[src/rtl/wfr_axi_arbiter_pkg.sv]
// Shared state encoding and AXI response codes for the waveform-recorder write arbiter.
package wfr_arb_pkg;

    typedef enum logic [1:0] {
        IDLE,
        ADDR,
        DATA,
        RESP
    } arbStateT;

    localparam logic [1:0] OKAY   = 2'b00;
    localparam logic [1:0] SLVERR = 2'b10;

endpackage

[src/rtl/wfr_axi_arbiter_if.sv]
// AXI4 write-channel bundle: per-recorder upstream ports (s_*) plus the shared DDR port (m_*).
interface wfr_axi_arbiter_if #(
    parameter int NUM_MASTERS    = 4,
    parameter int AXI_ADDR_WIDTH = 32,
    parameter int AXI_DATA_WIDTH = 128
);

    logic [NUM_MASTERS*AXI_ADDR_WIDTH-1:0] s_AWADDR;
    logic [NUM_MASTERS*8-1:0]              s_AWLEN;
    logic [NUM_MASTERS-1:0]                s_AWVALID;
    logic [NUM_MASTERS-1:0]                s_AWREADY;
    logic [NUM_MASTERS*AXI_DATA_WIDTH-1:0] s_WDATA;
    logic [NUM_MASTERS-1:0]                s_WLAST;
    logic [NUM_MASTERS-1:0]                s_WVALID;
    logic [NUM_MASTERS-1:0]                s_WREADY;
    logic [2*NUM_MASTERS-1:0]              s_BRESP;
    logic [NUM_MASTERS-1:0]                s_BVALID;

    logic [AXI_ADDR_WIDTH-1:0]             m_AWADDR;
    logic [7:0]                            m_AWLEN;
    logic                                  m_AWVALID;
    logic                                  m_AWREADY;
    logic [AXI_DATA_WIDTH-1:0]             m_WDATA;
    logic                                  m_WLAST;
    logic                                  m_WVALID;
    logic                                  m_WREADY;
    logic [1:0]                            m_BRESP;
    logic                                  m_BVALID;
    logic                                  m_BREADY;

    // Arbiter view: slave to the recorders, master toward DDR.
    modport slave (
        input  s_AWADDR, s_AWLEN, s_AWVALID, s_WDATA, s_WLAST, s_WVALID,
        input  m_AWREADY, m_WREADY, m_BRESP, m_BVALID,
        output s_AWREADY, s_WREADY, s_BRESP, s_BVALID,
        output m_AWADDR, m_AWLEN, m_AWVALID, m_WDATA, m_WLAST, m_WVALID, m_BREADY
    );

    modport master (
        output s_AWADDR, s_AWLEN, s_AWVALID, s_WDATA, s_WLAST, s_WVALID,
        output m_AWREADY, m_WREADY, m_BRESP, m_BVALID,
        input  s_AWREADY, s_WREADY, s_BRESP, s_BVALID,
        input  m_AWADDR, m_AWLEN, m_AWVALID, m_WDATA, m_WLAST, m_WVALID, m_BREADY
    );

endinterface

[src/rtl/wfr_axi_arbiter_rr_picker.sv]
// Combinational round-robin picker: selects the first requester after lastIdx in circular order.
module wfr_rr_picker #(
    parameter  int NUM_MASTERS = 4,
    localparam int IdxW        = (NUM_MASTERS > 1) ? $clog2(NUM_MASTERS) : 1
) (
    input  logic [NUM_MASTERS-1:0] req,
    input  logic [IdxW-1:0]        lastIdx,
    output logic [NUM_MASTERS-1:0] gnt,
    output logic [IdxW-1:0]        idx
);

    always_comb begin
        int        cand;
        logic [IdxW-1:0] candIdx;
        logic      found;
        gnt     = '0;
        idx     = '0;
        found   = 1'b0;
        cand    = 0;
        candIdx = '0;
        for (int k = 1; k <= NUM_MASTERS; k++) begin
            cand    = (int'(lastIdx) + k) % NUM_MASTERS;
            candIdx = IdxW'(cand);
            if (!found && req[candIdx]) begin
                found        = 1'b1;
                gnt[candIdx] = 1'b1;
                idx          = candIdx;
            end
        end
    end

endmodule

[src/rtl/wfr_axi_arbiter.sv]
// Burst-granular round-robin arbiter sharing one AXI4 write port among NUM_MASTERS recorders.
// Define WFR_ARB_TIMEOUT_EN to enable the B-response watchdog and sticky timeout flag.
module wfr_axi_arbiter
    import wfr_arb_pkg::*;
#(
    parameter int NUM_MASTERS    = 4,
    parameter int AXI_ADDR_WIDTH = 32,
    parameter int AXI_DATA_WIDTH = 128,
    parameter int TIMEOUT_CYCLES = 4096
) (
    input  logic                   clk,
    input  logic                   rst_n,
    wfr_axi_arbiter_if.slave       bus,
    output logic [NUM_MASTERS-1:0] grant,
    output logic                   timeout
);

    // state | meaning
    // IDLE  | no owner; pick next requester round-robin after lastIdx
    // ADDR  | owner's AW forwarded until m_AWVALID & m_AWREADY
    // DATA  | owner's W forwarded until the WLAST beat handshakes
    // RESP  | m_BREADY high; owner gets B, then release to IDLE

    localparam int IdxW = (NUM_MASTERS > 1) ? $clog2(NUM_MASTERS) : 1;

    arbStateT               state, stateNxt;
    logic [IdxW-1:0]        owner, lastIdx, pickIdx;
    logic [NUM_MASTERS-1:0] pickGnt;
    logic                   respDone;
    logic                   tmrExpired;

    wfr_rr_picker #(.NUM_MASTERS(NUM_MASTERS)) uPicker (
        .req     (bus.s_AWVALID),
        .lastIdx (lastIdx),
        .gnt     (pickGnt),
        .idx     (pickIdx)
    );

    always_ff @(posedge clk or negedge rst_n) begin
        if (!rst_n) begin
            state   <= IDLE;
            owner   <= '0;
            lastIdx <= IdxW'(NUM_MASTERS - 1);
        end else begin
            state <= stateNxt;
            if (state == IDLE && |pickGnt) owner <= pickIdx;
            if (respDone) lastIdx <= owner;
        end
    end

    always_comb begin
        stateNxt       = state;
        respDone       = 1'b0;
        grant          = '0;
        bus.s_AWREADY  = '0;
        bus.s_WREADY   = '0;
        bus.s_BVALID   = '0;
        bus.s_BRESP    = {NUM_MASTERS{OKAY}};
        bus.m_AWADDR   = '0;
        bus.m_AWLEN    = '0;
        bus.m_AWVALID  = 1'b0;
        bus.m_WDATA    = '0;
        bus.m_WLAST    = 1'b0;
        bus.m_WVALID   = 1'b0;
        bus.m_BREADY   = 1'b0;
        if (state != IDLE) grant[owner] = 1'b1;
        unique case (state)
            IDLE: begin
                if (|pickGnt) stateNxt = ADDR;
            end
            ADDR: begin
                bus.m_AWVALID        = bus.s_AWVALID[owner];
                bus.m_AWADDR         = bus.s_AWADDR[int'(owner)*AXI_ADDR_WIDTH +: AXI_ADDR_WIDTH];
                bus.m_AWLEN          = bus.s_AWLEN[int'(owner)*8 +: 8];
                bus.s_AWREADY[owner] = bus.m_AWREADY;
                if (bus.s_AWVALID[owner] && bus.m_AWREADY) stateNxt = DATA;
            end
            DATA: begin
                bus.m_WVALID        = bus.s_WVALID[owner];
                bus.m_WLAST         = bus.s_WLAST[owner];
                bus.m_WDATA         = bus.s_WDATA[int'(owner)*AXI_DATA_WIDTH +: AXI_DATA_WIDTH];
                bus.s_WREADY[owner] = bus.m_WREADY;
                if (bus.s_WVALID[owner] && bus.m_WREADY && bus.s_WLAST[owner]) stateNxt = RESP;
            end
            RESP: begin
                bus.m_BREADY                  = 1'b1;
                bus.s_BVALID[owner]           = bus.m_BVALID;
                bus.s_BRESP[{owner, 1'b0} +: 2] = bus.m_BRESP;
                if (bus.m_BVALID) begin
                    stateNxt = IDLE;
                    respDone = 1'b1;
                end else if (tmrExpired) begin
                    // Synthesised SLVERR so the owner's writer can unwind a lost response.
                    bus.s_BVALID[owner]             = 1'b1;
                    bus.s_BRESP[{owner, 1'b0} +: 2] = SLVERR;
                    stateNxt                        = IDLE;
                    respDone                        = 1'b1;
                end
            end
        endcase
    end

`ifdef WFR_ARB_TIMEOUT_EN
    localparam int TmrW = $clog2(TIMEOUT_CYCLES + 1);

    logic [TmrW-1:0] tmrCnt;

    assign tmrExpired = (state == RESP) && (tmrCnt == '0);

    always_ff @(posedge clk or negedge rst_n) begin
        if (!rst_n) begin
            tmrCnt  <= TmrW'(TIMEOUT_CYCLES);
            timeout <= 1'b0;
        end else begin
            if (state != RESP) tmrCnt <= TmrW'(TIMEOUT_CYCLES);
            else if (tmrCnt != '0) tmrCnt <= tmrCnt - TmrW'(1);
            if (tmrExpired && !bus.m_BVALID) timeout <= 1'b1;
        end
    end
`else
    logic unusedTmo;

    assign tmrExpired = 1'b0;
    assign timeout    = 1'b0;
    assign unusedTmo  = (TIMEOUT_CYCLES > 0);
`endif

endmodule

[src/flat_wrapper.sv]
// flat-port wrapper written by rule: the top's interface ports become plain ports
module wfr_axi_arbiter_flat import wfr_arb_pkg::*;
#(
    parameter int NUM_MASTERS    = 4,
    parameter int AXI_ADDR_WIDTH = 32,
    parameter int AXI_DATA_WIDTH = 128,
    parameter int TIMEOUT_CYCLES = 4096
)
  (clk, rst_n, grant, timeout, bus_s_AWADDR, bus_s_AWLEN, bus_s_AWVALID, bus_s_WDATA, bus_s_WLAST, bus_s_WVALID, bus_m_AWREADY, bus_m_WREADY, bus_m_BRESP, bus_m_BVALID, bus_s_AWREADY, bus_s_WREADY, bus_s_BRESP, bus_s_BVALID, bus_m_AWADDR, bus_m_AWLEN, bus_m_AWVALID, bus_m_WDATA, bus_m_WLAST, bus_m_WVALID, bus_m_BREADY);
  wfr_axi_arbiter_if #(.NUM_MASTERS(NUM_MASTERS), .AXI_ADDR_WIDTH(AXI_ADDR_WIDTH), .AXI_DATA_WIDTH(AXI_DATA_WIDTH)) bus_i ();
  input  logic clk;
  input  logic rst_n;
  output logic [NUM_MASTERS-1:0] grant;
  output logic timeout;
  input wire logic [$bits(bus_i.s_AWADDR)-1:0] bus_s_AWADDR;
  input wire logic [$bits(bus_i.s_AWLEN)-1:0] bus_s_AWLEN;
  input wire logic [$bits(bus_i.s_AWVALID)-1:0] bus_s_AWVALID;
  input wire logic [$bits(bus_i.s_WDATA)-1:0] bus_s_WDATA;
  input wire logic [$bits(bus_i.s_WLAST)-1:0] bus_s_WLAST;
  input wire logic [$bits(bus_i.s_WVALID)-1:0] bus_s_WVALID;
  input wire logic [$bits(bus_i.m_AWREADY)-1:0] bus_m_AWREADY;
  input wire logic [$bits(bus_i.m_WREADY)-1:0] bus_m_WREADY;
  input wire logic [$bits(bus_i.m_BRESP)-1:0] bus_m_BRESP;
  input wire logic [$bits(bus_i.m_BVALID)-1:0] bus_m_BVALID;
  output wire logic [$bits(bus_i.s_AWREADY)-1:0] bus_s_AWREADY;
  output wire logic [$bits(bus_i.s_WREADY)-1:0] bus_s_WREADY;
  output wire logic [$bits(bus_i.s_BRESP)-1:0] bus_s_BRESP;
  output wire logic [$bits(bus_i.s_BVALID)-1:0] bus_s_BVALID;
  output wire logic [$bits(bus_i.m_AWADDR)-1:0] bus_m_AWADDR;
  output wire logic [$bits(bus_i.m_AWLEN)-1:0] bus_m_AWLEN;
  output wire logic [$bits(bus_i.m_AWVALID)-1:0] bus_m_AWVALID;
  output wire logic [$bits(bus_i.m_WDATA)-1:0] bus_m_WDATA;
  output wire logic [$bits(bus_i.m_WLAST)-1:0] bus_m_WLAST;
  output wire logic [$bits(bus_i.m_WVALID)-1:0] bus_m_WVALID;
  output wire logic [$bits(bus_i.m_BREADY)-1:0] bus_m_BREADY;
  assign bus_i.s_AWADDR = bus_s_AWADDR;
  assign bus_i.s_AWLEN = bus_s_AWLEN;
  assign bus_i.s_AWVALID = bus_s_AWVALID;
  assign bus_i.s_WDATA = bus_s_WDATA;
  assign bus_i.s_WLAST = bus_s_WLAST;
  assign bus_i.s_WVALID = bus_s_WVALID;
  assign bus_i.m_AWREADY = bus_m_AWREADY;
  assign bus_i.m_WREADY = bus_m_WREADY;
  assign bus_i.m_BRESP = bus_m_BRESP;
  assign bus_i.m_BVALID = bus_m_BVALID;
  assign bus_s_AWREADY = bus_i.s_AWREADY;
  assign bus_s_WREADY = bus_i.s_WREADY;
  assign bus_s_BRESP = bus_i.s_BRESP;
  assign bus_s_BVALID = bus_i.s_BVALID;
  assign bus_m_AWADDR = bus_i.m_AWADDR;
  assign bus_m_AWLEN = bus_i.m_AWLEN;
  assign bus_m_AWVALID = bus_i.m_AWVALID;
  assign bus_m_WDATA = bus_i.m_WDATA;
  assign bus_m_WLAST = bus_i.m_WLAST;
  assign bus_m_WVALID = bus_i.m_WVALID;
  assign bus_m_BREADY = bus_i.m_BREADY;
  wfr_axi_arbiter #(.NUM_MASTERS(NUM_MASTERS), .AXI_ADDR_WIDTH(AXI_ADDR_WIDTH), .AXI_DATA_WIDTH(AXI_DATA_WIDTH), .TIMEOUT_CYCLES(TIMEOUT_CYCLES)) u_core (.clk(clk), .rst_n(rst_n), .bus(bus_i), .grant(grant), .timeout(timeout));
endmodule
[config.mk]
export PLATFORM = sky130hd
export DESIGN_NAME = wfr_axi_arbiter_flat
export DESIGN_NICKNAME = d
export VERILOG_FILES = /design/src/rtl/wfr_axi_arbiter_pkg.sv /design/src/rtl/wfr_axi_arbiter_if.sv /design/src/rtl/wfr_axi_arbiter_rr_picker.sv /design/src/rtl/wfr_axi_arbiter.sv /design/src/flat_wrapper.sv
export SDC_FILE = /design/constraint.sdc
export NUM_CORES = 1
export LEC_CHECK = 0
export ABC_AREA = 1
export ABC_CLOCK_PERIOD_IN_PS = 2000
export CORE_AREA = 3 3 346 348
export DETAILED_ROUTE_END_ITERATION = 8
export DIE_AREA = 0 0 349 351
export PLACE_DENSITY = 0.3
export SLEW_MARGIN = 40
export SYNTH_ARGS = -nofsm -noshare
export SYNTH_HDL_FRONTEND = slang
export SYNTH_SLANG_ARGS = --single-unit
[constraint.sdc]
create_clock -name clk -period 2 [get_ports clk]
set_input_delay 0.4 -clock clk [delete_from_list [all_inputs] [get_ports clk]]
set_output_delay 0.4 -clock clk [all_outputs]
set_load 0.005 [all_outputs]
## Yosys cells after proc, flatten, opt, wreduce, memory -nomap -nowiden

Cells that the tools add are included.

| storage, ports and cells | value |
|---|---|
| bits in registers | 6 |
| bits of input ports | 691 |
| output and inout bits | 197 |
| logic and storage cells | 110 |

| cells by class | value |
|---|---|
| $add $sub $neg | 5 |
| $lt $le $gt $ge | 10 |
| eq/ne operators | 7 |
| shift-type cells | 5 |
| mux-type cells | 54 |
| bitwise gates (word level) | 7 |
| reductions and logical operators | 19 |

Operators by type and width:

| operator | count |
|---|---|
| 512-bit by 10-bit variable part select with 128-bit output | 1 |
| 128-bit 2-to-1 mux | 1 |
| 128-bit by 8-bit variable part select with 32-bit output | 1 |
| 32-bit 2-to-1 mux | 1 |
| 4-bit 2-to-1 mux | 8 |
| 32-bit by 6-bit variable part select with 8-bit output | 1 |
| 1-bit 2-to-1 mux | 21 |
| 2-bit 2-to-1 mux | 8 |
| 8-bit 2-to-1 mux | 2 |
| 2-bit by 3-bit < comparator with 1-bit output (second input constant) | 5 |
| 1-bit binary-select mux with 2-bit select | 7 |
| 4-bit bitwise AND | 3 |
| 1-bit logical AND | 12 |
| 4-bit bitwise OR | 3 |
| 1-bit demux with 2-bit select | 5 |
| 2-bit by 1-bit >= comparator with 1-bit output (second input constant) | 5 |
| 8-bit bitwise AND | 1 |
| 2-bit case mux with 4 select lines | 1 |
| 2-bit by 5-bit variable shift with 8-bit output (first input constant) | 1 |
| 2-bit by 5-bit variable part select with 8-bit output | 1 |
| 3-bit negator with 5-bit output | 1 |
| 2-bit by 1-bit adder with 2-bit output (second input constant) | 2 |
| 2-bit adder (second input constant) | 2 |
| 2-bit equality test (second input constant) | 2 |
| other kinds (8) | 12 |

## Depth between registers and ports, before layout

| logic depth | value |
|---|---|
| word-level depth | 16 |
| gate-level depth with buffers | 14 |

## Modules after synthesis

From an unflattened synthesis, not the netlist that was laid out.

| second synthesis, totals | value |
|---|---|
| cells, all modules | 1,509 |
| area total of the unflattened synthesis | 6,999.2 um^2 |

By module, submodules not included:

| module | instances | cells each | area an instance (um^2) | sequential area each (um^2) |
|---|---|---|---|---|
| wfr_axi_arbiter | 1 | 1,434 | 6,525.0 | 152.6 |
| wfr_rr_picker | 1 | 75 | 474.2 | 0.0 |

## Worst setup path before layout

Ideal clock, no wire load.

| path | value |
|---|---|
| kind | register -> output |
| from | register u_core.owner[0] |
| to | output bus_s_BRESP[0] |
| arrival | 1.745 ns |
| data required time | 1.600 ns |
| slack | -0.145 ns |
| cell stages (with the launch flop) | 8 |
| buffers on the path | 4 |
| cells stage by stage | dfrtp_1 -> buf_4 -> inv_6 -> buf_4 -> buf_2 -> buf_2 -> ha_1 -> nor4_1 |

| between the ends | value |
|---|---|
| word-level cells in the longest chain between the ends | 4 |
| elaborated cells between the ends (all ways) | 5 |
| those cells by class | add/sub (1); shift (2); mux (1); bitwise (1) |

RTL lines:

| item | RTL line | text |
|---|---|---|
| start: declaration | wfr_axi_arbiter.sv:27 | `logic [IdxW-1:0] owner, lastIdx, pickIdx;` |
| start signal: assignment | wfr_axi_arbiter.sv:46 | `if (state == IDLE && \|pickGnt) owner <= pickIdx;` |
| 3-bit negator with 5-bit output (*) | wfr_axi_arbiter.sv:88 | `bus.s_BRESP[{owner, 1'b0} +: 2] = bus.m_BRESP;` |
| 2-bit by 5-bit variable part select with 8-bit output or 2-bit by 5-bit variable shift with 8-bit output (tied branches) | wfr_axi_arbiter.sv:88 |  |
| 8-bit bitwise AND (no line) (*) | - |  |
| 8-bit 2-to-1 mux (*) | wfr_axi_arbiter.sv:67 | `unique case (state)` |
| end: declaration | flat_wrapper.sv:27 | `output wire logic [$bits(bus_i.s_BRESP)-1:0] bus_s_BRESP;` |

Every way passes the cells marked *; elsewhere a longest branch is shown, timed or not.

## Worst setup path in the final report

| path | value |
|---|---|
| from | register u_core.owner[0] |
| to | output bus_m_WDATA[14] |

| between the ends | value |
|---|---|
| word-level cells in the longest chain between the ends | 2 |

RTL lines:

| item | RTL line | text |
|---|---|---|
| 512-bit by 10-bit variable part select with 128-bit output | wfr_axi_arbiter.sv:81 | `bus.m_WDATA = bus.s_WDATA[int'(owner)*AXI_DATA_WIDTH +: AXI_DATA_WIDTH];` |
| 128-bit 2-to-1 mux | wfr_axi_arbiter.sv:67 |  |
| end: declaration | flat_wrapper.sv:32 | `output wire logic [$bits(bus_i.m_WDATA)-1:0] bus_m_WDATA;` |

No other way between the ends.

==> results <==
==> critical path, cell delays in order, from the launching register on <==
cell and delay, ps:
dfrtp_4 440, buf_12 140, buf_16 160, buf_8 130, buf_12 130, buf_8 110, nor2_4 40, nor2_1 80
o21ai_1 80, a21oi_2 260, buf_2 170
==> sequential cells by signal, indices dropped and copies added, names as in the netlist <==
name	cells
u_core.owner	2
u_core.lastIdx	2
u_core.state	2
==> layer usage <==
| metal | global-route usage | part of all wire | up-vias |
|---|---|---|---|
| met1 | 0.186 | 0.42 | 6898 |
| li1 | - | - | 7212 |
| met2 | 0.263 | 0.49 | 565 |
| met4 | 0.0218 | 0.012 | 20 |
| met3 | 0.0545 | 0.082 | 93 |
| met5 | 0 | 0.0013 | - |
==> placed cells by master (no fill, tap or decap), types with 2 or more instances in the layout <==
master,Yosys,layout
clkdlybuf4s50_1,0,690
nor2_1,704,449
buf_2,33,165
nor2_2,0,145
o21ai_1,4,143
buf_4,24,135
o21ai_2,1,116
nor2_4,1,111
buf_6,0,103
a21oi_1,170,97
buf_12,0,84
a21oi_2,0,67
o21ai_0,341,50
buf_8,0,47
o21ai_4,0,37
nand2_1,33,27
buf_16,0,26
diode_2,0,19
nand2_2,12,15
clkbuf_16,0,15
inv_1,21,14
ha_1,19,13
nand3_1,18,11
nand2_4,4,7
a21oi_4,0,6
clkbuf_2,0,6
nand3_2,1,5
ha_4,0,5
inv_4,1,4
nor4_4,0,3
nand3_4,0,3
dlygate4sd2_1,0,3
inv_16,0,2
dfstp_2,2,2
dfrtp_4,0,2
dfrtp_1,4,2
==> synth_stat cells, drive strengths merged <==
library cell    n
or2             1
nor2          705
ha             19
conb            1
nor3b           1
clkbuf         63
o41ai           1
dfstp           2
nand2          49
a21oi         170
dfrtp           4
buf            70
or4             1
inv            23
nand3          19
o21ai         346
nor4            4
o22a            1
==> how the worst max path moves through the flow <==
stage / start / to / slack (ps)
4_1_cts: u_core.owner[0] / bus_s_BRESP[5] / -480
5_1_grt: u_core.owner[0] / bus_m_WDATA[14] / -460
2_1_floorplan: u_core.owner[0] / bus_s_BRESP[0] / 2
3_3_place_gp: bus_s_WDATA[261] / bus_m_WDATA[5] / -1140
6_report: u_core.owner[0] / bus_m_WDATA[14] / -390
3_5_place_dp: bus_s_WDATA[261] / bus_m_WDATA[5] / -1100
==> power by group <==
| group | leakage (uW) | switching, uW | internal [uW] |
|---|---|---|---|
| combinational | 0.00924 | 15800 | 15700 |
| sequential | 0.0000676 | 56.2 | 212 |
| clock | 0.0000383 | 79.9 | 266 |
| total | 0.00934 | 15900 | 16200 |
==> per-stage QoR <==
| step | hold WS (ps) | util | instances | power [uW] |
|---|---|---|---|---|
| finish | 446 | 0.208 | 4170 | 32100 |
| floorplan | 104 | - | 1480 | 8590 |
| detailed placement | 580 | 0.162 | 3953 | 20300 |
| CTS | 461 | 0.189 | 4107 | 28200 |
| global placement | 576 | 0.162 | 3953 | 20500 |
| global route | 468 | 0.208 | 4160 | 34400 |
==> layout make-up <==
cell class                 count  area share
timing repair buffer        1274       0.553
multi-input combinational   1318       0.348
tap                         1524      0.0786
sequential                     6     0.00660
inverter                      23     0.00660
clock buffer                   4     0.00325
antenna                       19     0.00196
timing repair inverter         2     0.00170
==> kinds of logic after synthesis <==
group	count (synthesis)	synth area share
DFF	6	0.0226
and+or+nand+nor	780	0.450
adders and majority gates	19	0.0351
other	1	0.000554
buffers and inverters	156	0.107
AOI/OAI and AO/OA	518	0.385
==> repair_timing <==
action | 4_1_cts | 5_1_grt
pin swaps | 195 | 293
setup endpoints to repair | 200 | 200
resized for setup | 1278 | 718
setup buffers | 132 | 60
gates cloned | 31 | 13
==> impl_metrics.json <==
{
  "outcome": "finished with violations",
  "grt_pass1_wl_mm": 130,
  "ant_nets": 0,
  "synth.top_cells.by_area": "nor2_1, o21ai_0, a21oi_1",
  "row_count": 125,
  "netlist.area_leader.share": 0.390,
  "cts_buffers": 3,
  "worst-endpoint-arrival_ps": 1990,
  "syn_to_final_growth_pct": 259,
  "yosysWarningCount": 0,
  "clk_latency_ps": 230,
  "syn-instance-count": 1480,
  "power.density_nw_per_um2": 1320,
  "vdd_drop_max_v": 0.000377,
  "viasPerCell": 3.55,
  "drc": 0,
  "cp-start-kind": "flop",
  "worstRegToRegCells": 18,
  "p_leak_uw": 0.00934,
  "worstHoldPathType": "input pin to asynchronous set/reset pin",
  "grt_max_degree": 27,
  "io_buffer_count": 886,
  "htree_levels": 1,
  "drtPass1Iterations": 5,
  "critical_path_required_ps": 1600,
  "violations": "setup timing",
  "syn_area_um2": 6770,
  "slew_viol_final": 0,
  "finalHoldViolCount": 0,
  "place.detailed.hpwl_mm": 80.1,
  "setup_viol": 198,
  "r2r_slack_ps": -240,
  "cts.clk_slew.worst_paths_ps": 40,
  "postCtsHoldBufs": 0,
  "max_clock_freq_ghz": 0.418,
  "finalWorstSetupSlack_ps": -392,
  "core_area_um2": 117000,
  "rsz0062_at_grt": "yes",
  "seq_area_um2": 160,
  "fin_crit_ps": 2390,
  "yosysTopAreaCell": "nor2_1",
  "track_usage": 0.153,
  "fill_cells": 13265,
  "grt-ovfl-total": 0,
  "slew_headroom": 0.578,
  "crit_fanout": 7,
  "fin_setup_tns_ps": -50660,
  "clkSinkCount": 6,
  "critPathKind": "flop to output pin",
  "avgSynthCellArea_um2": 4.57,
  "ios": 888,
  "wl_per_cell_um": 24.5,
  "final_cell_area_um2": 24300,
  "start_util": 0.0581,
  "drive_above_1_share": 0.427,
  "first_global_vias": 15139,
  "synth_nets": 2190,
  "dp_worst_setup_slack_ps": -1100,
  "num_vias": 14788,
  "end_kind": "output pin",
  "fin_skew_ps": 5.57,
  "multi_input_area_um2": 8450,
  "dieHeight_um": 351,
  "nets": 3338,
  "drtIter0Drc": 718,
  "antenna_found_initial": 51,
  "synth-seq-cells": 6,
  "period_share": 1.20,
  "root_buffer": "clkbuf_16",
  "cts_tree": "built",
  "gp_congestion": 0.852,
  "dpl-instance-area_um2": 18900,
  "tightest_slew_ps": 625,
  "reg2reg_to": "u_core.state[0]",
  "die-area_um2": 122000,
  "max-cap-violations": 0,
  "r2r-start": "u_core.owner[0]",
  "seq_area_frac_synth": 0.0226,
  "yosysUniqueCellTypes": 28,
  "die_w_um": 349,
  "wl_mm": 102,
  "cts_max_path_buffers": 2
}
Power figures use the tool's default switching activity.
